### config.mk
export PLATFORM = sky130hd
export DESIGN_NAME = flow_32to8_pkt
export DESIGN_NICKNAME = d
export VERILOG_FILES = /design/src/rtl/flow_32to8_pkt.sv
export SDC_FILE = /design/constraint.sdc
export NUM_CORES = 1
export LEC_CHECK = 0
export CAP_MARGIN = 0
export CORE_ASPECT_RATIO = 0.7
export CORE_MARGIN = 5
export CORE_UTILIZATION = 40
export CTS_BUF_LIST = sky130_fd_sc_hd__clkbuf_8
export CTS_CLUSTER_DIAMETER = 120
export DETAILED_ROUTE_END_ITERATION = 12
export PLACE_DENSITY = 0.68
export SYNTH_ARGS = -nofsm -noshare
export SYNTH_HDL_FRONTEND = slang
export SYNTH_SLANG_ARGS = --single-unit
### constraint.sdc
create_clock -name clk -period 2.4 [get_ports clk]
set_clock_uncertainty 0.1 [all_clocks]
set_input_delay 0.36 -clock clk [delete_from_list [all_inputs] [get_ports clk]]
set_output_delay 0.36 -clock clk [all_outputs]
set_load 0.01 [all_outputs]
### src/rtl/flow_32to8_pkt.sv
// Packet-aware 32-to-8 downsizer: one held word drained LSB byte first, last flag on its final byte.
// Latency 1 cycle from word acceptance to byte 0; src_rdy depends combinationally on dst_rdy.
module flow_32to8_pkt #(
    parameter int DWIDTH = 8,
    parameter int RATIO  = 4,
    parameter int CNTW   = 16,
    localparam int BW    = (RATIO > 1) ? $clog2(RATIO) : 1
) (
    input  logic                     clk,
    input  logic                     rst,
    input  logic                     cfg_en,
    input  logic                     src_val,
    output logic                     src_rdy,
    input  logic [DWIDTH*RATIO-1:0]  src_data,
    input  logic [BW-1:0]            src_bcnt,
    input  logic                     src_last,
    output logic                     dst_val,
    input  logic                     dst_rdy,
    output logic [DWIDTH-1:0]        dst_data,
    output logic                     dst_last,
    output logic [CNTW-1:0]          pkt_cnt
);

    logic [DWIDTH*RATIO-1:0] word_q, word_d;
    logic [BW-1:0]           bcnt_q, bcnt_d;
    logic                    last_q, last_d;
    logic [BW-1:0]           idx_q, idx_d;
    logic                    full_q, full_d;
    logic [CNTW-1:0]         pkt_cnt_q, pkt_cnt_d;

    logic [DWIDTH-1:0]       word_bytes [RATIO];
    logic                    final_byte;
    logic                    in_hs;
    logic                    out_hs;

    for (genvar k = 0; k < RATIO; k++) begin : g_bytes
        assign word_bytes[k] = word_q[k*DWIDTH +: DWIDTH];
    end

    assign final_byte = (idx_q == bcnt_q);

    // A new word may land on the same edge the held word's final byte leaves.
    assign src_rdy  = cfg_en && !rst && (!full_q || (dst_rdy && final_byte));
    assign in_hs    = src_val && src_rdy;
    assign out_hs   = full_q && dst_rdy;

    assign dst_val  = full_q;
    assign dst_data = full_q ? word_bytes[idx_q] : '0;
    assign dst_last = full_q && last_q && final_byte;
    assign pkt_cnt  = pkt_cnt_q;

    always_comb begin
        word_d    = word_q;
        bcnt_d    = bcnt_q;
        last_d    = last_q;
        idx_d     = idx_q;
        full_d    = full_q;
        pkt_cnt_d = pkt_cnt_q;

        if (out_hs) begin
            if (final_byte) begin
                full_d = 1'b0;
            end else begin
                idx_d = idx_q + BW'(1);
            end
            if (dst_last) begin
                pkt_cnt_d = pkt_cnt_q + CNTW'(1);
            end
        end

        if (in_hs) begin
            word_d = src_data;
            bcnt_d = src_bcnt;
            last_d = src_last;
            idx_d  = '0;
            full_d = 1'b1;
        end
    end

    always_ff @(posedge clk) begin
        if (rst) begin
            word_q    <= '0;
            bcnt_q    <= '0;
            last_q    <= 1'b0;
            idx_q     <= '0;
            full_q    <= 1'b0;
            pkt_cnt_q <= '0;
        end else begin
            word_q    <= word_d;
            bcnt_q    <= bcnt_d;
            last_q    <= last_d;
            idx_q     <= idx_d;
            full_q    <= full_d;
            pkt_cnt_q <= pkt_cnt_d;
        end
    end

endmodule

* After elaboration in Yosys (flattened, before gate mapping)
Cells that the tools add are included.
** Storage, ports and cells
- Register bits after elaboration :: 54
- Word-level logic and storage cells :: 35
- Bits of input ports :: 40
- Output and inout bits :: 27
** Cells by class
- Bitwise operators :: 2
- Reductions and logical operators :: 16
- Multiplexer cells :: 7
- Add/subtract/negate cells :: 2
- Eq/ne operators :: 1
- Magnitude comparators :: 1
** Operator list (count)
- $mux 8 :: 3
- $add 16x1->16 const B :: 1
- $bmux 8 s2 :: 1
- $logic_and 1x1->1 :: 7
- $reduce_and 2->1 :: 3
- $reduce_bool 2->1 :: 2
- $ge 3x3->1 const B :: 1
- $mux 1 :: 3
- $not 2->3 :: 1
- $add 2x1->2 const B :: 1
- $eq 2x2->1 :: 1
- $logic_not 1->1 :: 2
- $reduce_or 2->1 :: 1
- $logic_or 1x1->1 :: 1
- $not 1->1 :: 1

* Longest topological paths before layout
Gate-level depths: netlist of the first run.
- Word-level depth :: 7
- Mapped depth :: 6
- Gate-level depth less buffers :: 5

* Worst setup path before layout of the first run
Ideal clock, no wire load.
- Kind :: register -> register
- Start :: register pkt_cnt_q[0] (netlist: pkt_cnt[0])
- End :: register pkt_cnt_q[14] (netlist: pkt_cnt[14])
- Setup slack :: 308 ps
- Library setup time :: 70 ps
- Path buffers :: 1
- Period minus slack after synthesis :: 2092 ps
- Arrival :: 1921 ps
- Required time :: 2230 ps
- Cell stages (with the launch flop) :: 7
- Path through :: dfxtp_1 -> ha_1 -> nand4_1 -> or4_1 -> buf_2 -> or4_1 -> a21oi_1
** On the way
- Longest elaborated chain between the ends :: 1
** Ends and longest elaborated chain
- start, declared :: line 29 : logic [CNTW-1:0] pkt_cnt_q, pkt_cnt_d;
- start signal, assigned :: line 94 : pkt_cnt_q <= pkt_cnt_d;
- $add 16x1->16 :: line 67 : pkt_cnt_d = pkt_cnt_q + CNTW'(1);
No other way between the ends.
A chain may end at the register's enable or synchronous reset.

* Worst setup path after layout of the first run
- Start :: register idx_q[0]
- End :: output port dst_data[7]
** On the way
- Longest elaborated chain between the ends :: 5
** Ends and longest elaborated chain
- start, declared :: line 27 : logic [BW-1:0] idx_q, idx_d;
- start signal, assigned :: line 92 : idx_q <= idx_d;
- $not 2->3 (implied by the code) :: line 48 : assign dst_data = full_q ? word_bytes[idx_q] : '0;
- $bmux 8 s2 :: line 48
- $mux 8 (implied by the code) (2 in a row) :: line 48
- $mux 8 :: line 48
- end, declared :: line 19 : output logic [DWIDTH-1:0] dst_data,
No other way between the ends. The select of a mux whose other input is x is not followed.

==> impl_metrics.ini, run 1 <==
[power]
seq_power_share_pct = 53.4
switching_share_pct = 24.3
clkPwrFrac_pct = 34.2
power.density_nw_per_um2 = 506
switchingPower_uw = 431
peakVddDrop_mv = 0.290
power_frac_comb_pct = 12.4
p_leak_nw = 1.37
internal-power_mw = 1.34

[sta]
rsz0062_at_grt = no
fin_crit_sh_pct = 94.8
fmax_ghz = 0.439
hold_viol_final = 0
slew_headroom_pct = 73.1
fin_hold_ws_ns = 0.391
finalWorstSetupSlack_ns = 0.124
period_needed_ns = 2.28
worst_pin_slew_ns = 0.404
drv_slew = 0
setup_viol = 0

[detailed_routing]
detail_route.wl_per_cell_um = 17.0
viasPerCell = 5.76
drt_iter0_markers = 186
vias = 2511
ant_nets = 0
drc = 0
drt-pass1-iter-count = 4
wirelength_mm = 7.41

[clocking]
cts_made_buffers = 5
clk_pin_slew_ns = 0.10
clk_path_buf_depth = 2
root_buffer = clkbuf_8
holdBufCountCts = 0
clock_latency_ns = 0.31
htree_levels = 2
clock_sinks = 54
cts_tree = done

[setup_path]
crit_fanout = 8
path_class = reg2out
cp-start-kind = flop
cp_data_arrival_time_ns = 1.82
required_ns = 1.94
worstSetupEndpointType = primary output

[floorplanning]
die_w_um = 106
num_rows = 24
die_area_um2 = 8220
die_h_um = 77.4
initial_core_util_pct = 41.3
core_area_um2 = 6280
num_io_pins = 67

[cells_and_area]
final_common_cell = clkdlybuf4s50_1
antennaDiodeCount = 0
utilization_pct = 55.9
drive_gt1_share_pct = 11.2
final_cell_mix = 57 x clkdlybuf4s50_1, 51 x dfxtp_1, 44 x nand2_1
nets = 398
fin_area_um2 = 3510
syn_to_final_growth_pct = 35.2
stdcell_count = 436

[global_routing]
grt_pass1_vias = 2315
grt_remaining_overflow = 0
grt_pass1_wl_mm = 12.1
grt_use_total_pct = 18.3
grt_max_degree = 37
antenna_found_initial = 0

[synthesis]
yosysTopAreaCell = dfxtp_1
ys.warnings.count = 0
netlist_top_cells_area = dfxtp_1 42%, o211ai_1 10%, nand4_1 9.2%
synth_seq_cells = 54
synth_area_um2 = 2590
yosys.area.top_type_share_pct = 41.7
syn-num-nets = 338
synth_cell_types = 32
synthCells = 297
ys_seq_area_share_pct = 41.7
avgSynthCellArea_um2 = 8.73

[place]
portBuffers = 66
place.gp.congestion = 0.813
dp_cells = 428
placed_area_um2 = 3380
dp_slack_ns = -0.0911
hpwl_mm = 5.15

[run_status]
outcome = completed

[run]
cap_violations = 0

[hold_path]
hp-class = reg2reg
-- cells by family (layout without fill, tap and decap cells) --
family,count (synthesis),count (layout),synth area share (%)
flip-flops,54,54,41.7
AND/OR/NAND/NOR,128,128,26.2
AO/OA/AOI/OAI,66,66,17.4
XOR/XNOR,6,6,2.03
adder cells (fa/ha/maj),1,1,0.482
multiplexers,9,9,7.33
buffers and inverters,33,94,4.87
-- final timing paths --
path,end,slack [ns],cells past startpoint,start
max,dst_data[7],0.12,4,idx_q[0]
max reg2reg,pkt_cnt[5],0.24,5,idx_q[1]
min,pkt_cnt[15],0.39,2,pkt_cnt[15]
min reg2reg,pkt_cnt[15],0.39,2,pkt_cnt[15]
-- synth_stat cells --
master,count
o31ai_2,1
buf_1,3
buf_2,2
nand4_1,38
and4_1,1
mux2i_1,1
nor4_1,1
clkinv_1,1
dfxtp_1,54
clkbuf_1,25
nand2b_1,1
xnor2_1,3
inv_1,2
a21oi_1,13
xor2_1,3
o211ai_1,36
a2111oi_0,1
nor2b_1,1
nor2_1,4
ha_1,1
o31ai_1,6
mux4_2,8
or4_1,8
nor3_1,4
and3_1,4
o31a_1,1
nand2_1,44
nand3_1,7
o21ai_0,7
a31oi_1,1
or3_1,6
and2_1,9
-- power groups by stage --
stage	Combinational, mW	Clock [mW]	Sequential (mW)
2_1_floorplan	0.104	0	0.961
3_3_place_gp	0.215	0	0.967
3_5_place_dp	0.217	0	0.967
4_1_cts	0.219	0.620	0.947
5_1_grt	0.236	0.672	0.951
6_report	0.219	0.607	0.948
-- per-stage QoR --
step	total power, mW	setup TNS, ns
global placement	1.18	-0.313
finish	1.77	0
global route	1.86	0
detailed placement	1.18	-0.430
floorplan	1.07	0
CTS	1.79	0
-- critical path, cell delays in order (launching register included) --
cell	delay [ns]
dfxtp_4	0.39
buf_8	0.16
mux4_2	0.51
and2_1	0.17
dlygate4sd2_1	0.28
-- layer usage --
metal | vias up | routed length, µm | global-route usage [%]
met5 | - | 0 | 0
met4 | 0 | 68 | 4.27
met3 | 7 | 483 | 3.81
met2 | 65 | 3120 | 25.7
met1 | 1194 | 3740 | 28.4
li1 | 1245 | - | -
-- layout make-up --
type,count,area (µm²)
Clock buffer,5,68.8
Clock inverter,3,40.0
Fill cell,579,2770
Inverter,3,11.3
Multi-Input combinational cell,210,1410
Sequential cell,54,1090
Tap cell,78,97.6
Timing Repair Buffer,83,788
-- flip-flops by register name, indices dropped and copies added, names as in the netlist --
signal / count
last_q: 1
pkt_cnt: 16
dst_val: 1
word_q: 32
idx_q: 2
bcnt_q: 2
-- what timing repair did --
| item | 4_1_cts | 5_1_grt |
|---|---|---|
| gates resized for setup | 15 | 2 |
| endpoints found under the setup margin | 10 | 1 |
| setup buffers | 0 | 0 |
(Power assumes the default switching activity.)
==> run 2, diff against run 1 <==
- CAP_MARGIN: 0 -> 20
- CTS_CLUSTER_DIAMETER: 120 -> unset
- HOLD_SLACK_MARGIN: unset -> 0.06
==> results of run 2 <==
Final layout, timing and power as in run 1 (identical DEF).
